File: config.mk
export PLATFORM = sky130hd
export DESIGN_NAME = alu_logic_pipe
export DESIGN_NICKNAME = d
export VERILOG_FILES = /design/src/rtl/alu_pkg.sv /design/src/rtl/alu_logic_core.sv /design/src/rtl/alu_logic_pipe.sv
export SDC_FILE = /design/constraint.sdc
export NUM_CORES = 1
export LEC_CHECK = 0
export ABC_AREA = 1
export BUFFER_PORTS_ARGS = -buffer_cell sky130_fd_sc_hd__buf_2
export CORE_UTILIZATION = 41
export CTS_CLUSTER_DIAMETER = 80
export DETAILED_ROUTE_END_ITERATION = 7
export GPL_TIMING_DRIVEN = 1
export HOLD_SLACK_MARGIN = 0.03
export RECOVER_POWER = 50
export SLEW_MARGIN = 40
export SYNTH_ARGS = -nofsm -noshare
export SYNTH_HDL_FRONTEND = slang
export SYNTH_SLANG_ARGS = --single-unit
File: constraint.sdc
create_clock -name clk -period 1.8 [get_ports clk]
set_input_delay 0.09 -clock clk [delete_from_list [all_inputs] [get_ports clk]]
set_output_delay 0.09 -clock clk [all_outputs]
set_load 0.01 [all_outputs]
File: src/rtl/alu_pkg.sv
// Shared ALU op-code definitions for the decoder and the ALU logic unit.
// No logic; constants and types only.
// Backpressure: not applicable.
package alu_pkg;

    localparam int OP_W = 3;

    typedef enum logic [OP_W-1:0] {
        OP_AND     = 3'b000,
        OP_OR      = 3'b001,
        OP_XOR     = 3'b010,
        OP_NOR     = 3'b011,
        OP_ANDN    = 3'b100,
        OP_ORN     = 3'b101,
        OP_XNOR    = 3'b110,
        OP_ILLEGAL = 3'b111
    } alu_op_e;

endpackage

File: src/rtl/alu_logic_core.sv
// Combinational bitwise logic core: eight ops on WIDTH-bit operands, plus zero and illegal-op flags.
// Latency: 0 cycles (purely combinational).
// Backpressure: none; the enclosing pipe owns all flow control.
module alu_logic_core
    import alu_pkg::*;
#(
    parameter int WIDTH = 64
) (
    input  logic [WIDTH-1:0] a,
    input  logic [WIDTH-1:0] b,
    input  logic [OP_W-1:0]  op,
    output logic [WIDTH-1:0] y,
    output logic             zero,
    output logic             err
);

    // Op decode; inversions naturally stay within WIDTH bits.
    always_comb begin
        y   = '0;
        err = 1'b0;
        case (op)
            OP_AND:  y = a & b;
            OP_OR:   y = a | b;
            OP_XOR:  y = a ^ b;
            OP_NOR:  y = ~(a | b);
            OP_ANDN: y = a & ~b;
            OP_ORN:  y = a | ~b;
            OP_XNOR: y = ~(a ^ b);
            default: begin
                // Only OP_ILLEGAL lands here: force a clean zero result and flag it.
                y   = '0;
                err = 1'b1;
            end
        endcase
    end

    assign zero = ~|y;

endmodule

File: src/rtl/alu_logic_pipe.sv
// Pipelined bitwise logic unit with pass-through tag; compute at entry, STAGES register stages.
// Latency: exactly STAGES cycles from acceptance to out_valid when not stalled; 1 result/cycle.
// Backpressure: per-stage valid/ready, bubbles collapse; in_ready is combinational from out_ready.
module alu_logic_pipe
    import alu_pkg::*;
#(
    parameter int WIDTH  = 64,
    parameter int STAGES = 2,
    parameter int TAGW   = 5
) (
    input  logic             clk,
    input  logic             rst,
    input  logic             in_valid,
    output logic             in_ready,
    input  logic [OP_W-1:0]  in_op,
    input  logic [WIDTH-1:0] in_a,
    input  logic [WIDTH-1:0] in_b,
    input  logic [TAGW-1:0]  in_tag,
    output logic             out_valid,
    input  logic             out_ready,
    output logic [WIDTH-1:0] out_y,
    output logic             out_zero,
    output logic             out_err,
    output logic [TAGW-1:0]  out_tag
);

    typedef struct packed {
        logic [WIDTH-1:0] y;
        logic             zero;
        logic             err;
        logic [TAGW-1:0]  tag;
    } stage_t;

    logic [WIDTH-1:0]  core_y;
    logic              core_zero;
    logic              core_err;

    logic [STAGES-1:0] vld_q;
    logic [STAGES-1:0] vld_d;
    stage_t            dat_q  [STAGES];
    stage_t            dat_d  [STAGES];

    logic [STAGES:0]   rdy;
    logic [STAGES-1:0] up_vld;
    stage_t            up_dat [STAGES];

    alu_logic_core #(
        .WIDTH (WIDTH)
    ) u_core (
        .a    (in_a),
        .b    (in_b),
        .op   (in_op),
        .y    (core_y),
        .zero (core_zero),
        .err  (core_err)
    );

    // Ready ripples back from the consumer: a stage can take data if empty or draining this cycle.
    always_comb begin
        rdy[STAGES] = out_ready;
        for (int k = STAGES - 1; k >= 0; k--) begin
            rdy[k] = !vld_q[k] || rdy[k+1];
        end
    end

    assign in_ready = rdy[0] && !rst;

    // Upstream view of each stage: stage 0 sees the core result, later stages see their predecessor.
    always_comb begin
        up_vld[0]    = in_valid;
        up_dat[0]    = '{y: core_y, zero: core_zero, err: core_err, tag: in_tag};
        for (int k = 1; k < STAGES; k++) begin
            up_vld[k] = vld_q[k-1];
            up_dat[k] = dat_q[k-1];
        end
    end

    // Stage next-state: load when ready; data only overwritten by a real transaction.
    always_comb begin
        for (int k = 0; k < STAGES; k++) begin
            vld_d[k] = vld_q[k];
            dat_d[k] = dat_q[k];
            if (rdy[k]) begin
                vld_d[k] = up_vld[k];
                if (up_vld[k]) begin
                    dat_d[k] = up_dat[k];
                end
            end
        end
    end

    // Stage registers; reset discards anything in flight and zeroes the data.
    always_ff @(posedge clk) begin
        if (rst) begin
            vld_q <= '0;
            for (int k = 0; k < STAGES; k++) begin
                dat_q[k] <= '0;
            end
        end else begin
            vld_q <= vld_d;
            for (int k = 0; k < STAGES; k++) begin
                dat_q[k] <= dat_d[k];
            end
        end
    end

    assign out_valid = vld_q[STAGES-1];
    assign out_y     = dat_q[STAGES-1].y;
    assign out_zero  = dat_q[STAGES-1].zero;
    assign out_err   = dat_q[STAGES-1].err;
    assign out_tag   = dat_q[STAGES-1].tag;

endmodule

==> run metrics, run 1 <==
Worst-Margin Slew=0.6539 ns; count of final setup violators=0; crit path time final=~1.6 ns; Achievable Freq=609.3 MHz; EDFF count, synth=0; Critical Setup Path Class=register to register; syn_area_per_cell=6.047 µm²; placed inst area=roughly 14000 µm²; Root Buffer Master=clkbuf_16; Num CTS Buffers=17; RSZ-0062 raised after global routing=no; global-route wire length before repair=57420 µm; min-delay worst type=primary input to register; commonest cells after routing, fill and taps aside=nor2_1 (559), nand2_1 (316), inv_1 (280); GR Overflow Total=0; CTS tree=yes; Syn. warnings=0; antenna violations before repair=1; CP arrival=1.99 ns; FF+latch count, synth=144; Layout Skew=0.01597 ns; area grow syn2layout=20.17%; Clk Latency, worst-skew pair=0.42 ns; Synthesized Nets=2233; Finished Layout Cells=roughly 2.6k; Antenna Nets Post-Route=0; Die Y=approximately 170 µm; Worst Setup Start Kind=register; vias in the first global route=approximately 11k; fin. max-slew vios=0; most common cell after layout, fill and taps aside=nor2_1; fraction of the cycle the final worst path needs=between 90% and 100%; nets@finish=about 2.4k; Vias/cell=4.712; Post-Route WL=36250 µm; Worst-path clk slew=0.07 ns; n_diodes=0; pwr dens=683.9 nW/µm²; Rows=a little over 60; static leakage=7.831 nW; dpl cells=2530; Fillers=~3.0k; CP required=2.15 ns; largest net degree at the start of global routing=76; CTS sink count=144; Top FF cell, synth=dfxtp_1; Final Instance Area=about 14000 µm²; layout cells sized above 1=15.28%; Die Wd=172.2 µm; Initial Utilization=between 40% and 50%; Max H-tree Level=4; worst-path maximum fanout=3; IO Port Bufs=about 210; outcome=complete, no violations; MaxCap Viol Count=0; HPWL after DPL=28160 µm; Mapped Cells=1965; CORE AREA=28160 µm²; Vias=12.11k; First-pass DRT Iterations=5; DR DRC count=0; GRT Total Usage=24.73%; sequential share of the synthesized area=24.26%; Die ar.=29660 µm²; Slew HR=a little under three fifths; crit path capture type=register; ys async rst share=0%; 1st-iter DRT viols=946; Hold Vio Cnt, Final=0; post-DR wirelength/cell=approximately 14 µm; GP Congestion=0.9109; Longest Clk Path Bufs=2; final core utilization=50.70%; Netlist Area Pre-Place=approximately 12000 µm²; Max IR drop VDD=0.7191 mV; post-synthesis cell type count=27; Ports=213
power by group:
part	internal, mW	switching (mW)
clock	1.97	1.53
combinational	1.09	1.63
sequential	3.44	0.108
critical path, cell delays in order, from the launching register on:
cell	delay, ns
dfxtp_1	0.35
nand3_2	0.14
nand2_4	0.08
clkinv_1	0.07
nand2_1	0.06
nor2_2	0.12
nand2_1	0.06
nor2_1	0.09
nand2_1	0.07
nor2_2	0.15
nand2_1	0.07
nor2_1	0.13
nand2_1	0.08
a21oi_2	0.11
routing by layer:
layer	part of all wire (%)	GRT usage, %
met5	0.030	0
met4	2.6	8.272
met3	5.5	3.113
met2	43	38.81
met1	49	34.73
metrics by stage:
step | worst slack, ns | TNS, ns | hold WS, ns | power (mW)
after floorplan | 0.3175 | 0 | 0.2567 | 5.258
after global placement | -0.3299 | -0.5145 | 0.3577 | 6.288
after detailed placement | -0.3515 | -0.4876 | 0.3707 | 6.329
after CTS | 0.0002494 | 0 | 0.09844 | 9.842
after global routing | 0.01770 | 0 | 0.1035 | 10.35
final | 0.1588 | 0 | 0.1041 | 9.765
worst paths after layout:
check                             startpoint       endpoint  slack, ns  cells after the start
worst max-delay path                vld_q[1]    dat_q[0][6]       0.16                     13
worst min-delay path                in_op[0]    dat_q[0][5]       0.10                      3
worst max register to register      vld_q[1]    dat_q[0][6]       0.16                     13
worst min register to register  dat_q[0][44]  dat_q[0][115]       0.45                      2
logic make-up (layout without fill, tap and decap cells):
family	count (synthesis)	in the layout	share of synthesized area (%)
DFF	144	144	24.26
muxes	1	1	0.08425
xor gates and xnor gates	10	10	0.7371
and+or+nand+nor	954	954	31.60
AOI/OAI and AO/OA	274	274	11.79
buffers and inverters	454	682	18.04
adders and majority gates	128	128	13.48
cell type report:
class,count,area [µm²],share of cell area [%]
inverters,289,1095,7.668
clock inverters,15,165.2,1.157
multi-input cells,1367,6878,48.17
well taps,378,473.0,3.313
repair buffers,361,2359,16.52
clock buffers,17,425.4,2.980
flip-flops and latches,144,2883,20.19
synth_stat cells (all sizes together), types with 9 or more instances:
| library cell | count | share of area (%) |
|---|---|---|
| nor2 | 562 | 18 |
| nand2 | 318 | 10 |
| inv | 287 | 9.2 |
| o21ai | 186 | 7.8 |
| dfxtp | 144 | 24 |
| ha | 128 | 13 |
| buf | 118 | 7.3 |
| a21oi | 79 | 3.4 |
| nand3 | 66 | 3.3 |
| clkbuf | 47 | 1.5 |
| xor2 | 10 | 0.74 |
| a211oi | 9 | 0.57 |
flip-flops by register name, indices dropped and copies added (netlist names):
register  count
dat_q       142
vld_q         2
timing repair:
| item | CTS | global route |
|---|---|---|
| hold buffers | 6 | 0 |
| setup endpoints to repair | 0 | 1 |
| buffers inserted | 0 | 3 |
| hold endpoints to repair | 6 | 0 |
| resized for setup | 0 | 5 |
Power figures use the tool's default switching activity.
==> run 2: changes to the inputs <==
--- a/config.mk
+++ b/config.mk
@@ -7,6 +7,7 @@
 export LEC_CHECK = 0
 export ABC_AREA = 1
 export BUFFER_PORTS_ARGS = -buffer_cell sky130_fd_sc_hd__buf_2
+export CORE_ASPECT_RATIO = 1.75
 export CORE_UTILIZATION = 41
 export CTS_CLUSTER_DIAMETER = 80
 export DETAILED_ROUTE_END_ITERATION = 7
==> run 2 against run 1 <==
Effect of this change: clock skew is 0.0074 ns lower; register-to-register slack worse by 0.02 ns; clock-buffer cell count is 2 higher; sequential share of layout area is 0.42 points higher; critical path depth is 7 lower; routed wire length is 1.5% higher; final area is 2.0% lower; worst hold slack better by 0.079 ns; critical endpoint is now dat_q[0][5]; largest power group is now the clock network.
==> run metrics, run 2 (synthesis results as in run 1) <==
Num CTS Buffers=17 (unchanged); Worst Hold Slack=0.1834 ns (+0.07927 ns); commonest cells after routing, fill and taps aside=nor2_1 (559), nand2_1 (316), inv_1 (281); Place WS=-0.2430 ns (+0.1085 ns); max incr delay on CP=0.40 ns (+0.05 ns); placed inst area=13380 µm² (-2.3%); Critical Setup Path Class=register to register; Worst-path clk slew=0.06 ns (about the same); crit path time final=1.663 ns (+0.02182 ns); area grow syn2layout=17.71%; Worst-Margin Slew=0.7550 ns (+0.1011 ns); Achievable Freq=601.3 MHz (-1.3%); GP Congestion=0.9169 (+0.66%); Die Y=227.2 µm (+32%); Die ar.=29690 µm² (about the same); Most flops, register=dat_q; CORE AREA=28520 µm² (+1.3%); most common cell after layout, fill and taps aside=nor2_1; Clk Latency, worst-skew pair=0.42 ns (about the same); fraction of the cycle the final worst path needs=92.39% (+1.2 points); CP arrival=2.01 ns (+0.02 ns); Crit-path slowest cell=buf_4; pwr dens=711.7 nW/µm² (+4.1%); count of final setup violators=0 (unchanged); First-pass DRT Iterations=5 (unchanged); Vias=12.09k (-0.17%); GR Overflow Total=0 (unchanged); vias in the first global route=11.39k (+2.5%); largest net degree at the start of global routing=97 (+28%); CTS sink count=144 (unchanged); Vias/cell=4.757 (+0.97%); Ports=213 (unchanged); Final Instance Area=13990 µm² (-2.0%); outcome=complete, no violations; static leakage=7.672 nW (-2.0%); Hold Vio Cnt, Final=0 (unchanged); min-delay worst type=primary input to register; Initial Utilization=41.66% (-0.53 points); Layout Skew=0.008553 ns (-0.007418 ns); MaxCap Viol Count=0 (unchanged); flop-to-flop setup slack=0.14 ns (-0.02 ns); HPWL after DPL=28800 µm (+2.3%); nets@finish=2418 (-1.2%); Worst Setup Start Kind=register; fin. max-slew vios=0 (unchanged); layout cells sized above 1=14.05% (-1.2 points); CP Buf/Inv Count=2 (+1); crit path setup slack, layout=0.1370 ns (-0.02182 ns); Rows=82 (+34%); Max IR drop VDD=0.6196 mV (-14%); Longest Clk Path Bufs=2 (unchanged); IO Port Bufs=212 (unchanged); Post-Route WL=36770 µm (+1.5%); 1st-iter DRT viols=575 (-39%); Fillers=3102 (+3.5%); cell breakdown of the critical path=nand3_1 -> nand2_4 -> clkinv_1 -> buf_4 -> nand4_1 -> a21oi_1; Post-CTS Setup Inserts=0 (unchanged); final core utilization=49.03% (-1.7 points); crit path capture type=register; DR DRC count=0 (unchanged); Setup TNS=0 ns (unchanged); RSZ-0062 raised after global routing=no; antenna violations before repair=1 (unchanged); Max H-tree Level=4 (unchanged); global-route wire length before repair=58220 µm (+1.4%); Largest register FFs=142 (unchanged); GRT Total Usage=25.54% (+0.81 points); Top Registers=dat_q (142), vld_q (2); Slew HR=49.66% (-6.7 points); Root Buffer Master=clkbuf_16; post-DR wirelength/cell=14.47 µm (+2.6%); CP required=2.15 ns (about the same); Antenna Nets Post-Route=0 (unchanged); cell family with most CP delay=simple AND/OR/NAND/NOR gates; Die Wd=130.7 µm (-24%); CTS tree=yes; worst-path maximum fanout=45 (+42)
[run 2: changes by cell type in the layout (fill, tap and decap cells not counted), sizes merged]
cell / previous run / this run
inv: 295 / 293
diode: 0 / 1
clkbuf: 93 / 92
clkinv: 6 / 3
bufinv: 1 / 4
buf: 279 / 252
[run 2: stage by stage]
step                      instances  power, mW
after floorplan                1965      5.258
after global placement         2503      6.203
after detailed placement       2503      6.248
after CTS                      2541      10.08
after global routing           2542      10.54
final                          2542      9.954
[run 2: final timing paths]
path | end | start | cells past startpoint
worst max-delay path | dat_q[0][5] | vld_q[1] | 6
worst min-delay path | dat_q[0][40] | in_valid | 6
worst max register to register | dat_q[0][5] | vld_q[1] | 6
worst min register to register | dat_q[0][115] | dat_q[0][44] | 2
[run 2: layer usage]
| layer | part of all wire (%) | GRT usage, % |
|---|---|---|
| met3 | 4.4 | 2.609 |
| met1 | 40 | 29.37 |
| met2 | 50 | 45.23 |
| met4 | 5.4 | 14.65 |
| met5 | 0 | 0 |
[run 2: where the power goes]
| group | internal (mW) | leakage, nW | switching (mW) | total [mW] |
|---|---|---|---|---|
| clock | 2.39 | 0.307 | 1.41 | 3.80 |
| combinational | 1.01 | 6.17 | 1.59 | 2.61 |
| sequential | 3.44 | 1.19 | 0.115 | 3.55 |
[run 2: repair_timing]
action	4_1_cts	5_1_grt
gates resized for setup	0	2
hold buffers	6	0
hold endpoints to repair	6	0
setup endpoints to repair	0	1
[run 2: area by class of cell]
| type | instances | area [µm²] | area share (%) |
|---|---|---|---|
| inverter | 289 | 1095 | 7.828 |
| tap | 378 | 473.0 | 3.382 |
| sequential | 144 | 2883 | 20.61 |
| antenna | 1 | 2.502 | 0.01789 |
| timing repair buffer | 331 | 2018 | 14.43 |
| clock buffer | 19 | 442.9 | 3.167 |
| clock inverter | 13 | 198.9 | 1.422 |
| multi-input combinational | 1367 | 6873 | 49.14 |
[run 2: tightest hold or removal path: stages]
cell and delay (ns):
buf_2 0.10, nand2_4 0.05, clkinv_1 0.07, nand2_1 0.06
nor2_2 0.11, a21oi_1 0.07
==> run 3: changes to the inputs <==
--- a/config.mk
+++ b/config.mk
@@ -5,7 +5,6 @@
 export SDC_FILE = /design/constraint.sdc
 export NUM_CORES = 1
 export LEC_CHECK = 0
-export ABC_AREA = 1
 export BUFFER_PORTS_ARGS = -buffer_cell sky130_fd_sc_hd__buf_2
 export CORE_ASPECT_RATIO = 1.75
 export CORE_UTILIZATION = 41
==> run 3 against run 2 <==
Effect of this change: the flow now finishes with violations (setup timing); die area down 3.6%; combinational power grew 24%; sequential share of layout area is 2.5 points lower; sequential power is 3% lower; clock-buffer cell count up 2; critical path depth increased by 5; sequential cell count did not move; total power rose by 3.3%; largest power group unchanged; via count down 4.6%.
==> run metrics, run 3 <==
Top Registers=dat_q (142), vld_q (2); final core utilization=58.29% (+9.3 points); Longest Clk Path Bufs=2 (unchanged); fin. max-slew vios=0 (unchanged); worst-path maximum fanout=17 (-62%); count leader, synth=nand2_1; pwr dens=645.3 nW/µm² (-9.3%); simple-gate portion of the synthesized area=16.26% (-15 points); Worst-path clk slew=0.06 ns (about the same); CTS tree=yes; Reg2Reg Depth=6 (unchanged); ranking of synthesized cells by area=dfxtp_1 (25%), ha_1 (14%), nand2_1 (7.4%), xor2_1 (6.2%), a21oi_1 (5.1%); Initial Utilization=41.92% (+0.26 points); crit path capture type=register; global-route wire length before repair=58570 µm (+0.60%); Synthesized Nets=1746 (-22%); DR DRC count=0 (unchanged); post-synth top area cell=dfxtp_1; 1st-iter DRT viols=602 (+4.7%); most common cell after layout, fill and taps aside=buf_4; cell breakdown of the critical path=clkbuf_16 -> buf_16 -> buf_16 -> buf_4 -> mux2i_1 -> nand2_1 -> o31ai_1 -> o21ai_0 -> nand2_1 -> or4b_4 -> o31ai_2; vias in the first global route=11.41k (+0.19%); post-synthesis mux area share=3.452% (+3.4 points); count of final setup violators=1 (+1); RSZ-0062 raised after global routing=yes; placed inst area=14690 µm² (+9.8%); crit path setup slack, layout=-0.1923 ns (-0.3292 ns); Hold Vio Cnt, Final=0 (unchanged); crit path to=dat_q[0][6]; CP required=2.14 ns (about the same); CTS sink count=144 (unchanged); Ports=213 (unchanged); Vias/cell=5.071 (+6.6%); Rows=80 (-2.4%); reg2reg start=vld_q[1]; Synth top area share=25.17% (+0.90 points); Fillers=2614 (-16%); area grow syn2layout=39.06%; Post-Route WL=37250 µm (+1.3%); Num CTS Buffers=17 (unchanged); Critical Setup Path Class=primary input to register; commonest cells after routing, fill and taps aside=buf_4 (321), nand2_1 (225), dfxtp_1 (144); GRT Total Usage=26.21% (+0.66 points); IO Port Bufs=212 (unchanged); largest net degree at the start of global routing=146 (+51%); EDFF count, synth=0 (unchanged); post-synthesis cell type count=58 (+110%); Top FF cell, synth=dfxtp_1; n_diodes=0 (-1); largest family of logic cells by synthesized area=compound AO/OA/AOI/OAI gates; static leakage=7.552 nW (-1.6%); Synth Area in XOR/XNOR=8.334% (+7.6 points); Post-Synth Adder-Cell Area=13.98% (+0.50 points); layout cells sized above 1=31.73% (+18 points); min-delay worst type=primary input to register; r2r endpoint=dat_q[0][124]; Root Buffer Master=clkbuf_16; top cells by count, synth=nand2_1 (226), dfxtp_1 (144), inv_1 (133); Vias=11.54k (-4.6%); Synth Area in Compound Gates=18.77% (+7.0 points); Levels on crit path=11 (+5); fraction of the cycle the final worst path needs=110.7% (+18 points); MaxCap Viol Count=0 (unchanged); syn_area_per_cell=7.750 µm² (+28%); Finished Layout Cells=2276 (-10%); FF+latch count, synth=144 (unchanged); Achievable Freq=501.9 MHz (-17%); max incr delay on CP=0.54 ns (+0.14 ns); antenna violations before repair=0 (-1); GR Overflow Total=0 (unchanged); Largest register FFs=142 (unchanged); dpl cells=2213 (-12%); HPWL after DPL=29350 µm (+1.9%); CORE AREA=27330 µm² (-4.2%); Final Instance Area=15930 µm² (+14%); Mapped Cells=1478 (-25%); sequential share of the synthesized area=25.17% (+0.90 points); Netlist Area Pre-Place=11450 µm² (-3.6%); Worst-Margin Slew=0.6562 ns (-0.09887 ns); ys async rst share=0% (unchanged); Max H-tree Level=4 (unchanged); Worst Setup Start Kind=primary input; Worst Hold Slack=0.1434 ns (-0.04004 ns); CP startpoint=in_op[2]; cell family with most CP delay=compound AO/OA/AOI/OAI gates; Die ar.=28640 µm² (-3.6%); Max IR drop VDD=0.6612 mV (+6.7%); Die Wd=128.4 µm (-1.8%); failing checks=setup timing; Layout Skew=0.006987 ns (-0.001566 ns); post-DR wirelength/cell=16.37 µm (+13%); Syn. warnings=0 (unchanged); Setup TNS=-0.1923 ns (-0.1923 ns); CP Buf/Inv Count=4 (+2); CP arrival=2.33 ns (+0.32 ns); nets@finish=2162 (-11%); flop-to-flop setup slack=0.04 ns (-0.10 ns); Antenna Nets Post-Route=0 (unchanged); First-pass DRT Iterations=5 (unchanged); Slew HR=55.79% (+6.1 points); GP Congestion=0.9109 (-0.65%); crit path time final=1.992 ns (+0.3292 ns); Most flops, register=dat_q; outcome=finished, violations left; Crit-path slowest cell=or4b_4; Die Y=223.1 µm (-1.8%); Clk Latency, worst-skew pair=0.42 ns (about the same)
## run 3: repair_timing
action,4_1_cts,5_1_grt
buffers inserted,18,7
cloned,3,0
endpoints found under the hold margin,6,0
pin swaps,18,26
endpoints found under the setup margin,1,18
hold buffers,6,0
gates resized for setup,42,44
## run 3: logic make-up (layout without fill, tap and decap cells)
family          after synthesis  in the layout
simple gates                431            431
compound gates              314            314
buf+inv                     314            743
flops                       144            144
fa+ha+maj                   128            128
xor+xnor                    109            109
mux                          38             38
## run 3: stage by stage
step / power, mW / setup slack [ns]
6_report: 10.28 / -0.1923
5_1_grt: 10.75 / -0.1885
4_1_cts: 10.25 / -0.1509
3_5_place_dp: 6.500 / -1.016
3_3_place_gp: 6.427 / -1.017
2_1_floorplan: 5.070 / -0.2691
## run 3: cell type report
type	count	area, µm²	area share (%)
Multi-Input combinational cell	1020	7410	46.52
Timing Repair Buffer	576	4060	25.49
Sequential cell	144	2883	18.10
Inverter	135	509.2	3.197
Tap cell	369	461.7	2.898
Clock buffer	21	450.4	2.828
Clock inverter	11	155.1	0.9740
## run 3: worst min-delay path by stage
stage	start	to	slack, ns	cells after the start
after floorplan	in_valid	vld_q[0]	0.21	2
after global placement	in_tag[4]	dat_q[0][4]	0.34	3
after detailed placement	in_valid	vld_q[0]	0.34	3
after CTS	out_ready	vld_q[1]	0.09	5
after global routing	rst	dat_q[0][6]	0.17	5
final	out_ready	vld_q[1]	0.14	5
## run 3: metal layers
metal,GRT usage [%],wire [µm]
met4,16.13,2157
met3,2.590,1304
met1,30.07,15110
met5,0,0
met2,46.03,18670
## run 3: worst min-delay path, delay by kind of cell
kind,cells,cell delay (ns)
buffers and inverters,2,0.23
AND/OR/NAND/NOR,3,0.20
## run 3: power breakdown
group / leakage (nW) / switching, mW / internal [mW] / total [mW]
combinational: 6.09 / 1.66 / 1.58 / 3.24
sequential: 1.18 / 0.0911 / 3.36 / 3.45
clock: 0.281 / 1.36 / 2.23 / 3.59
